==> src/rtl/carregador_programa.sv <==
// Program loader: receives the program as a byte stream and writes big-endian
// 32-bit words into the instruction memory at word-aligned byte addresses.
module carregador_programa #(
   parameter int NUM_PALAVRAS = 13,
   parameter int LARGURA_END  = 32
) (
   input  logic                   clk,
   input  logic                   reset,
   input  logic                   iniciar,
   input  logic                   finalizar,
   input  logic [7:0]             byte_in,
   input  logic                   byte_valido,
   output logic                   byte_pronto,
   output logic                   mem_we,
   output logic [LARGURA_END-1:0] mem_endereco,
   output logic [31:0]            mem_dado,
   output logic                   cpu_hold,
   output logic                   ocupado,
   output logic                   concluido,
   output logic [7:0]             contagem_palavras
);

   typedef enum logic [1:0] {OCIOSO, RECEBE, ESCREVE, FIM} estado_t;

   localparam logic [7:0] ULTIMO = 8'(NUM_PALAVRAS - 1);

   estado_t     estado, proximo;
   logic [1:0]  cont_bytes;
   logic [7:0]  indice;
   logic [31:0] montagem;
   logic        fim_forcado;
   logic        aceita;
   logic        partida;

   assign aceita  = (estado == RECEBE) && byte_valido && !finalizar;
   assign partida = ((estado == OCIOSO) || (estado == FIM)) && iniciar;

   always_ff @(posedge clk or posedge reset) begin
      if (reset) estado <= OCIOSO;
      else       estado <= proximo;
   end

   always_comb begin
      proximo = estado;
      case (estado)
         OCIOSO:  if (iniciar) proximo = RECEBE;
         RECEBE: begin
            if (finalizar)
               proximo = (cont_bytes == 2'd0) ? FIM : ESCREVE;
            else if (byte_valido && (cont_bytes == 2'd3))
               proximo = ESCREVE;
         end
         ESCREVE: proximo = (fim_forcado || (indice == ULTIMO)) ? FIM : RECEBE;
         FIM:     if (iniciar) proximo = RECEBE;
         default: proximo = OCIOSO;
      endcase
   end

   // Assembly register is cleared after each write, so a word cut short by
   // finalizar already carries zeros in its missing low bytes.
   always_ff @(posedge clk or posedge reset) begin
      if (reset) begin
         cont_bytes        <= 2'd0;
         indice            <= 8'd0;
         montagem          <= 32'd0;
         fim_forcado       <= 1'b0;
         contagem_palavras <= 8'd0;
      end else if (partida) begin
         cont_bytes        <= 2'd0;
         indice            <= 8'd0;
         montagem          <= 32'd0;
         fim_forcado       <= 1'b0;
         contagem_palavras <= 8'd0;
      end else if (estado == RECEBE) begin
         if (finalizar) begin
            if (cont_bytes != 2'd0) fim_forcado <= 1'b1;
         end else if (aceita) begin
            case (cont_bytes)
               2'd0:    montagem[31:24] <= byte_in;
               2'd1:    montagem[23:16] <= byte_in;
               2'd2:    montagem[15:8]  <= byte_in;
               default: montagem[7:0]   <= byte_in;
            endcase
            cont_bytes <= cont_bytes + 2'd1;
         end
      end else if (estado == ESCREVE) begin
         indice            <= indice + 8'd1;
         contagem_palavras <= contagem_palavras + 8'd1;
         cont_bytes        <= 2'd0;
         montagem          <= 32'd0;
      end
   end

   // Outputs decode from state and registers only; address/data are zero
   // outside the write cycle.
   assign byte_pronto  = (estado == RECEBE);
   assign mem_we       = (estado == ESCREVE);
   assign mem_endereco = mem_we ? LARGURA_END'({indice, 2'b00}) : '0;
   assign mem_dado     = mem_we ? montagem : 32'd0;
   assign ocupado      = (estado == RECEBE) || (estado == ESCREVE);
   assign cpu_hold     = ocupado;
   assign concluido    = (estado == FIM);

endmodule

==> config.mk <==
export PLATFORM = sky130hd
export DESIGN_NAME = carregador_programa
export DESIGN_NICKNAME = d
export VERILOG_FILES = /design/src/rtl/carregador_programa.sv
export SDC_FILE = /design/constraint.sdc
export NUM_CORES = 1
export LEC_CHECK = 0
export CAP_MARGIN = 30
export CORE_MARGIN = 10
export CORE_UTILIZATION = 25
export CTS_BUF_LIST = sky130_fd_sc_hd__clkbuf_8
export CTS_CLUSTER_DIAMETER = 80
export DETAILED_ROUTE_END_ITERATION = 16
export HOLD_SLACK_MARGIN = 0.15
export PLACE_DENSITY_LB_ADDON = 0.25
export REMOVE_ABC_BUFFERS = 1
export SLEW_MARGIN = 20
export SYNTH_ARGS = -nofsm -noshare
export SYNTH_HDL_FRONTEND = slang
export SYNTH_SLANG_ARGS = --single-unit
==> constraint.sdc <==
create_clock -name clk -period 5.3 [get_ports clk]
set_input_delay 0.795 -clock clk [delete_from_list [all_inputs] [get_ports clk]]
set_output_delay 0.795 -clock clk [all_outputs]
set_load 0.01 [all_outputs]
### After elaboration in Yosys (flattened, before gate mapping)

Cells that the tools add are included.
W data, S select, Z words.

* flip-flop bits (word level): 53
* input port bits: 13
* output and inout port bits: 77
* logic and storage cells: 86

* add/subtract/negate cells: 3
* equal/unequal tests: 16
* multiplexer cells: 32
* reductions and logical operators: 26

Operators by type and width (count)
* $mux W32: 6
* $mux W8: 10
* $mux W2: 9
* $add A8 B1 Y8 const B: 2
* $reduce_and A4 Y1: 4
* $ne A3 B1 Y1 const B: 4
* $mux W10: 1
* $reduce_bool A2 Y1: 5
* $ne A3 B2 Y1 const B: 3
* $eq A2 B2 Y1 const B: 4
* $eq A8 B4 Y1 const B: 1
* $pmux W2 S3: 1
* $reduce_and A3 Y1: 2
* $mux W1: 5
* $eq A2 B1 Y1 const B: 2
* $logic_and A1 B1 Y1: 4
* $logic_not A2 Y1: 2
* $ne A2 B1 Y1 const B: 2
* $reduce_and A2 Y1: 2
* $logic_or A1 B1 Y1: 3
* $reduce_bool A3 Y1: 1
* $reduce_or A3 Y1: 1
* $add A2 B1 Y2 const B: 1
* $reduce_or A2 Y1: 1
* $logic_not A1 Y1: 1

### Logic depth before layout (Yosys ltp)

Gate-level depths: netlist (run 1).

* depth after elaboration: 7
* gate-level depth with buffers: 7
* mapped depth without buffers: 5

### Least setup slack after synthesis (run 1)

No wires, ideal clock.

* path type: register to output
* from: register estado[0]
* to: output port mem_dado[0]
* data arrival time: 1.363 ns
* required time: 4.505 ns
* path slack: 3.142 ns
* stages on the path, launching flop included: 6
* cell sequence: dfrtp_1 inv_1 ha_1 clkbuf_1 clkbuf_1 and2_1

* cells in the longest elaborated chain, start to end: 2

RTL lines
* start: declaration: RTL line 27 `estado_t estado, proximo;`
* start signal: assignment: RTL line 40 `else estado <= proximo;`
* $eq A2 B2 Y1: RTL line 97 `assign mem_we = (estado == ESCREVE);`
* named net mem_we: RTL line 14 `output logic mem_we,`
* $mux W32: RTL line 99 `assign mem_dado = mem_we ? montagem : 32'd0;`
* end: declaration: RTL line 16 `output logic [31:0] mem_dado,`

The timed path passes the listed nets, and every way through them passes these cells.

### Worst setup path after layout (run 1)

* from: register estado[0]
* to: output port mem_dado[13]

* cells in the longest elaborated chain, start to end: 2

RTL lines (RTL line)
* $eq A2 B2 Y1: 97
* $mux W32: 99

No other way between the ends.

==> results of run 1 <==
-- state kept, by name, indices dropped and copies added (netlist names) --
signal	cells
montagem	32
contagem_palavras	8
indice	8
cont_bytes	2
estado	2
fim_forcado	1
-- cell type report --
cell class	count	share of cell area, %
tap	168	5.38
inverter	15	1.44
timing repair buffer	68	17.2
clock inverter	3	1.28
multi-input combinational	202	39.0
sequential	53	33.9
clock buffer	5	1.76
-- power by group through the flow --
stage	Sequential, mW	Combinational, mW	Clock, mW
finish	0.585	0.877	0.294
global route	0.604	0.968	0.320
CTS	0.588	0.899	0.304
detailed placement	0.593	0.898	0
global placement	0.593	0.883	0
floorplan	0.568	0.606	0
-- worst max-delay path by stage --
stage	start	to	slack (ns)	depth (start not counted)
after floorplan	estado[0]	contagem_palavras[5]	2.99	5
final	estado[0]	mem_dado[13]	2.37	5
after CTS	estado[0]	mem_dado[15]	2.31	5
after detailed placement	finalizar	montagem[15]	2.55	4
after global placement	finalizar	montagem[15]	2.58	4
after global routing	estado[0]	mem_dado[17]	2.17	5
-- metal layers --
metal	vias to the layer above	share of wire, %	GRT usage [%]
li1	1053	-	-
met1	1091	45	10.9
met2	68	45	14.3
met3	5	8.6	4.12
met4	0	0.56	1.88
met5	-	0	0
-- layout by cell type (no fill, tap or decap), types with 3 or more instances in the layout --
| master | n |
|---|---|
| inv_1 | 14 |
| o31ai_1 | 7 |
| clkbuf_8 | 5 |
| nand3_1 | 6 |
| a21oi_1 | 11 |
| mux2_2 | 32 |
| nor2_1 | 4 |
| dfrtp_1 | 53 |
| nand2_1 | 8 |
| and2_1 | 40 |
| mux2i_1 | 4 |
| nand3b_1 | 5 |
| a221oi_4 | 3 |
| ha_1 | 12 |
| nand2b_1 | 4 |
| or4_1 | 7 |
| clkdlybuf4s50_1 | 65 |
| and3_1 | 8 |
| buf_4 | 3 |
| nor2b_1 | 3 |
| conb_1 | 24 |
-- through the flow --
stage,std cells,utilization (%),setup slack (ns),power [mW],hold WS (ns)
3_5_place_dp,506,31.4,2.55,1.49,0.488
2_1_floorplan,270,-,2.99,1.17,0.472
5_1_grt,514,32.4,2.17,1.89,0.528
3_3_place_gp,506,31.4,2.58,1.48,0.484
6_report,514,32.4,2.37,1.75,0.517
4_1_cts,514,32.4,2.31,1.79,0.522
-- cells by family after synthesis --
logic type	after synthesis	share of synthesized area [%]
flip-flops	53	42.9
buffers and inverters	53	10.5
multiplexers	36	13.0
XOR/XNOR	3	0.851
AND/OR/NAND/NOR	94	18.8
AO/OA/AOI/OAI	33	9.00
adder cells (fa/ha/maj)	12	4.86
other	1	0.121
-- worst reg2reg max path: stages (launching register included) --
cell and delay [ns]:
dfrtp_1 0.42, inv_1 0.11, ha_1 0.49, nor2b_1 0.70, a21oi_2 0.34, mux2_2 0.36
==> flow_summary.ini, run 1 <==
[pwr]
powerDensity_mw_per_mm2 = 449
peakVddDrop_mv = 0.227
combPwrFrac_pct = 49.9
switching_share_pct = 38.9
power_frac_seq_pct = 33.3
pwr-share-clk_pct = 16.7
p_sw_uw = 683
intPower_mw = 1.07
power.leakage_nw = 1.72

[die]
initial_core_util_pct = 25.6
die-area_mm2 = 0.0172
rows = 40
die_x_um = 131
dieHeight_um = 131
core_mm2 = 0.0121
num_io_pins = 90

[timing]
finalClockSkew_ns = 0.00570
max_freq_ghz = 0.341
maxSlewHeadroom_pct = 47.9
setup_viol = 0
rsz0062_at_grt = no
finalHoldViolations = 0
finalCritPeriodShare_pct = 55.3
period_needed_ns = 2.93
worst_pin_slew_ns = 0.780
tns_ns = 0
drv_slew = 0

[setup_path]
r2r_cells = 5
critPathRequiredTime_ns = 4.51
r2r_end = montagem[7]
critPathBufInv = 3
worstSetupPathType = reg2out
reg2reg_from = estado[1]
crit_fanout = 48
cp-start-kind = flip-flop
critPathArrivalTime_ns = 2.14
crit_family = buffers and inverters
path_cells = inv_1, ha_1, buf_4, and2_1, clkdlybuf4s50_1
reg2reg_slack_ns = 2.78
critPathMaxStageDelay_ns = 0.55
cp-end-kind = output port
critPathSlowestCell = clkdlybuf4s50_1

[job]
drv_cap = 0

[global_routing]
grt_pass1_vias = 2413
grt_max_degree = 54
antenna_found_initial = 0
overflow = 0
grt.total_usage_pct = 9.01
grt_pass1_wl_um = 12900

[worst_hold_path]
min_to = montagem[25]
min_path_cells = 1
hp-class = reg2reg
min_from = montagem[25]

[synthesis]
synth_area_leader_cell = dfrtp_1
ys_top_cells_by_area = dfrtp_1 (43%), mux2_2 (12%), and2_1 (8.1%)
synth_common_cells = dfrtp_1 (53), and2_1 (40), mux2_2 (32)
synth-seq-area-share_pct = 42.9
synth_edf_count = 0
synth-main-ff-cell = dfrtp_1
synthCells = 285
synth_seq_cells = 53
ys.warnings.count = 0
yosysTopAreaCellShare_pct = 42.9
syn_avg_cell_area_um2 = 10.8
ys_types = 40
yosysMostFrequentCell = dfrtp_1
netlist_area_mm2 = 0.00309
async_reset_ff_share_pct = 100

[route]
via_count = 2217
first_iter_violations = 86
routed_wirelength_um = 7820
drc_errors = 0
final_antenna_net_count = 0
wire_per_inst_um = 15.2
viasPerCell = 4.31
drt-pass1-iter-count = 4

[clocking]
cts_tree = built
cts-resized-gates = 0
clockBufferDepth = 2
cts_hold_buffers = 0
clk-insertion-delay-late_ns = 0.31
clk_pin_slew_ns = 0.11
postCtsSetupBuffers = 0
htreeDepth = 2
root_buffer = clkbuf_8
cts_made_buffers = 5
cts.sinks = 53

[placed_design]
dp_hpwl_um = 5640
place_area_mm2 = 0.00379
globalplace.congestion = 0.763
io_buffers = 65

[cells_and_area]
nets = 370
area_growth_pct = 26.6
drive_gt1_share_pct = 14.5
final_area_mm2 = 0.00391
diodes = 0
layout.area.seq_mm2 = 0.00133
multiInputGateArea_mm2 = 0.00152
fillers = 1235

[run_status]
status = completed
Note: power is estimated with default switching activity, not from simulation.
==> inputs of run 2 (changes only) <==
==> constraint.sdc (replaced) <==
create_clock -name clk -period 2.62 [get_ports clk]
set_input_delay 0.393 -clock clk [delete_from_list [all_inputs] [get_ports clk]]
set_output_delay 0.393 -clock clk [all_outputs]
set_load 0.01 [all_outputs]
==> flow_summary.ini, run 2 (synthesis gave the netlist of run 1 again) <==
[global_routing]
antenna_found_initial = 0
met1_usage_pct = 11.2
grt_max_degree = 34
grt_util_met3_pct = 4.19
overflow = 0
grt_busiest_layer = met2
grt.total_usage_pct = 9.05
grt_pass1_vias = 2407
grt_pass1_wl_um = 13000
met2_usage_pct = 14.1

[die]
rows = 40
die-area_mm2 = 0.0172
num_io_pins = 90
dieHeight_um = 131
initial_core_util_pct = 25.6
die_x_um = 131
core_mm2 = 0.0121

[cells_and_area]
layout_commonest_cell = clkdlybuf4s50_1
diodes = 0
final_area_mm2 = 0.00397
largest_reg_flops = 32
reg.largest.list = montagem: 32 flops, contagem_palavras: 8 flops, indice: 8 flops
regMostFlops = montagem
multiInputGateArea_mm2 = 0.00152
layout.area.seq_mm2 = 0.00133
area_growth_pct = 28.6
layout_common_cells = clkdlybuf4s50_1 (65), dfrtp_1 (53), and2_1 (40), mux2_2 (32), conb_1 (24)
nets = 378
fillers = 1215
drive_gt1_share_pct = 16.1

[placed_design]
place_area_mm2 = 0.00386
io_buffers = 65
globalplace.congestion = 0.781
dp_hpwl_um = 5900

[setup_path]
worstSetupPathType = reg2out
reg2reg_slack_ns = 0.38
cp-end-kind = output port
r2r_cells = 6
critPathBufInv = 3
crit_fanout = 26
critPathMaxStageDelay_ns = 0.56
path_cells = inv_1, ha_1, buf_4, and2_1, clkdlybuf4s50_1
crit_family = buffers and inverters
r2r_end = montagem[26]
critPathRequiredTime_ns = 2.23
critPathSlowestCell = clkdlybuf4s50_1
reg2reg_from = estado[0]
critPathArrivalTime_ns = 2.04
cp-start-kind = flip-flop

[clocking]
cts-resized-gates = 0
clockBufferDepth = 2
clk_pin_slew_ns = 0.10
htreeDepth = 2
cts_made_buffers = 5
root_buffer = clkbuf_8
clk-insertion-delay-late_ns = 0.30
cts.sinks = 53
cts_tree = built
postCtsSetupBuffers = 0
cts_hold_buffers = 0

[timing]
maxSlewHeadroom_pct = 59.7
rsz0062_at_grt = no
setup_viol = 0
finalClockSkew_ns = 0.0124
finalHoldViolations = 0
finalCritPeriodShare_pct = 93.0
drv_slew = 0
worst_pin_slew_ns = 0.605
tns_ns = 0
period_needed_ns = 2.44
max_freq_ghz = 0.410

[pwr]
switching_share_pct = 38.2
intPower_mw = 2.25
power.leakage_nw = 1.75
powerDensity_mw_per_mm2 = 918
power_frac_seq_pct = 32.4
p_sw_mw = 1.39
pwr-share-clk_pct = 15.5
combPwrFrac_pct = 52.1
peakVddDrop_mv = 0.387

[run_status]
status = completed

[route]
drc_errors = 0
wire_per_inst_um = 15.1
via_count = 2232
final_antenna_net_count = 0
drt-pass1-iter-count = 4
viasPerCell = 4.28
first_iter_violations = 118
routed_wirelength_um = 7880

[job]
drv_cap = 0

[worst_hold_path]
hp-class = in2async
run 2: area by class of cell:
| cell class | count | area share [%] |
|---|---|---|
| Tap cell | 168 | 5.29 |
| Multi-Input combinational cell | 202 | 38.4 |
| Timing Repair Buffer | 76 | 18.8 |
| Clock buffer | 5 | 1.73 |
| Clock inverter | 2 | 0.977 |
| Sequential cell | 53 | 33.4 |
| Inverter | 15 | 1.42 |
run 2: stage by stage:
stage	cells	setup slack [ns]	hold slack [ns]	utilization [%]	total power, mW
3_5_place_dp	514	0.298	0.488	32.0	3.13
5_1_grt	521	0.0320	0.458	32.9	3.93
2_1_floorplan	270	0.314	0.472	-	2.37
4_1_cts	521	0.145	0.445	32.9	3.71
3_3_place_gp	513	0.350	0.483	32.0	3.08
6_report	521	0.183	0.422	32.9	3.64
run 2: power groups by stage:
stage	clock network [mW]	logic [mW]	registers (mW)
finish	0.566	1.90	1.18
floorplan	0	1.23	1.15
CTS	0.586	1.95	1.18
detailed placement	0	1.94	1.19
global route	0.619	2.10	1.21
global placement	0	1.89	1.19
run 2: layer usage:
metal	share of wire, %	wire [µm]	vias up
li1	-	-	1074
met3	9.5	748	2
met4	0.39	31	0
met1	46	3590	1079
met2	44	3500	77
met5	0	0	-
run 2: how the worst max path moves through the flow:
stage	from	endpoint	slack (ns)	cells past startpoint
final	estado[0]	mem_dado[24]	0.18	5
after global routing	estado[0]	mem_dado[24]	0.03	5
after CTS	estado[0]	mem_dado[29]	0.14	5
after global placement	finalizar	montagem[19]	0.35	4
after detailed placement	finalizar	montagem[22]	0.30	4
after floorplan	estado[0]	contagem_palavras[5]	0.31	5
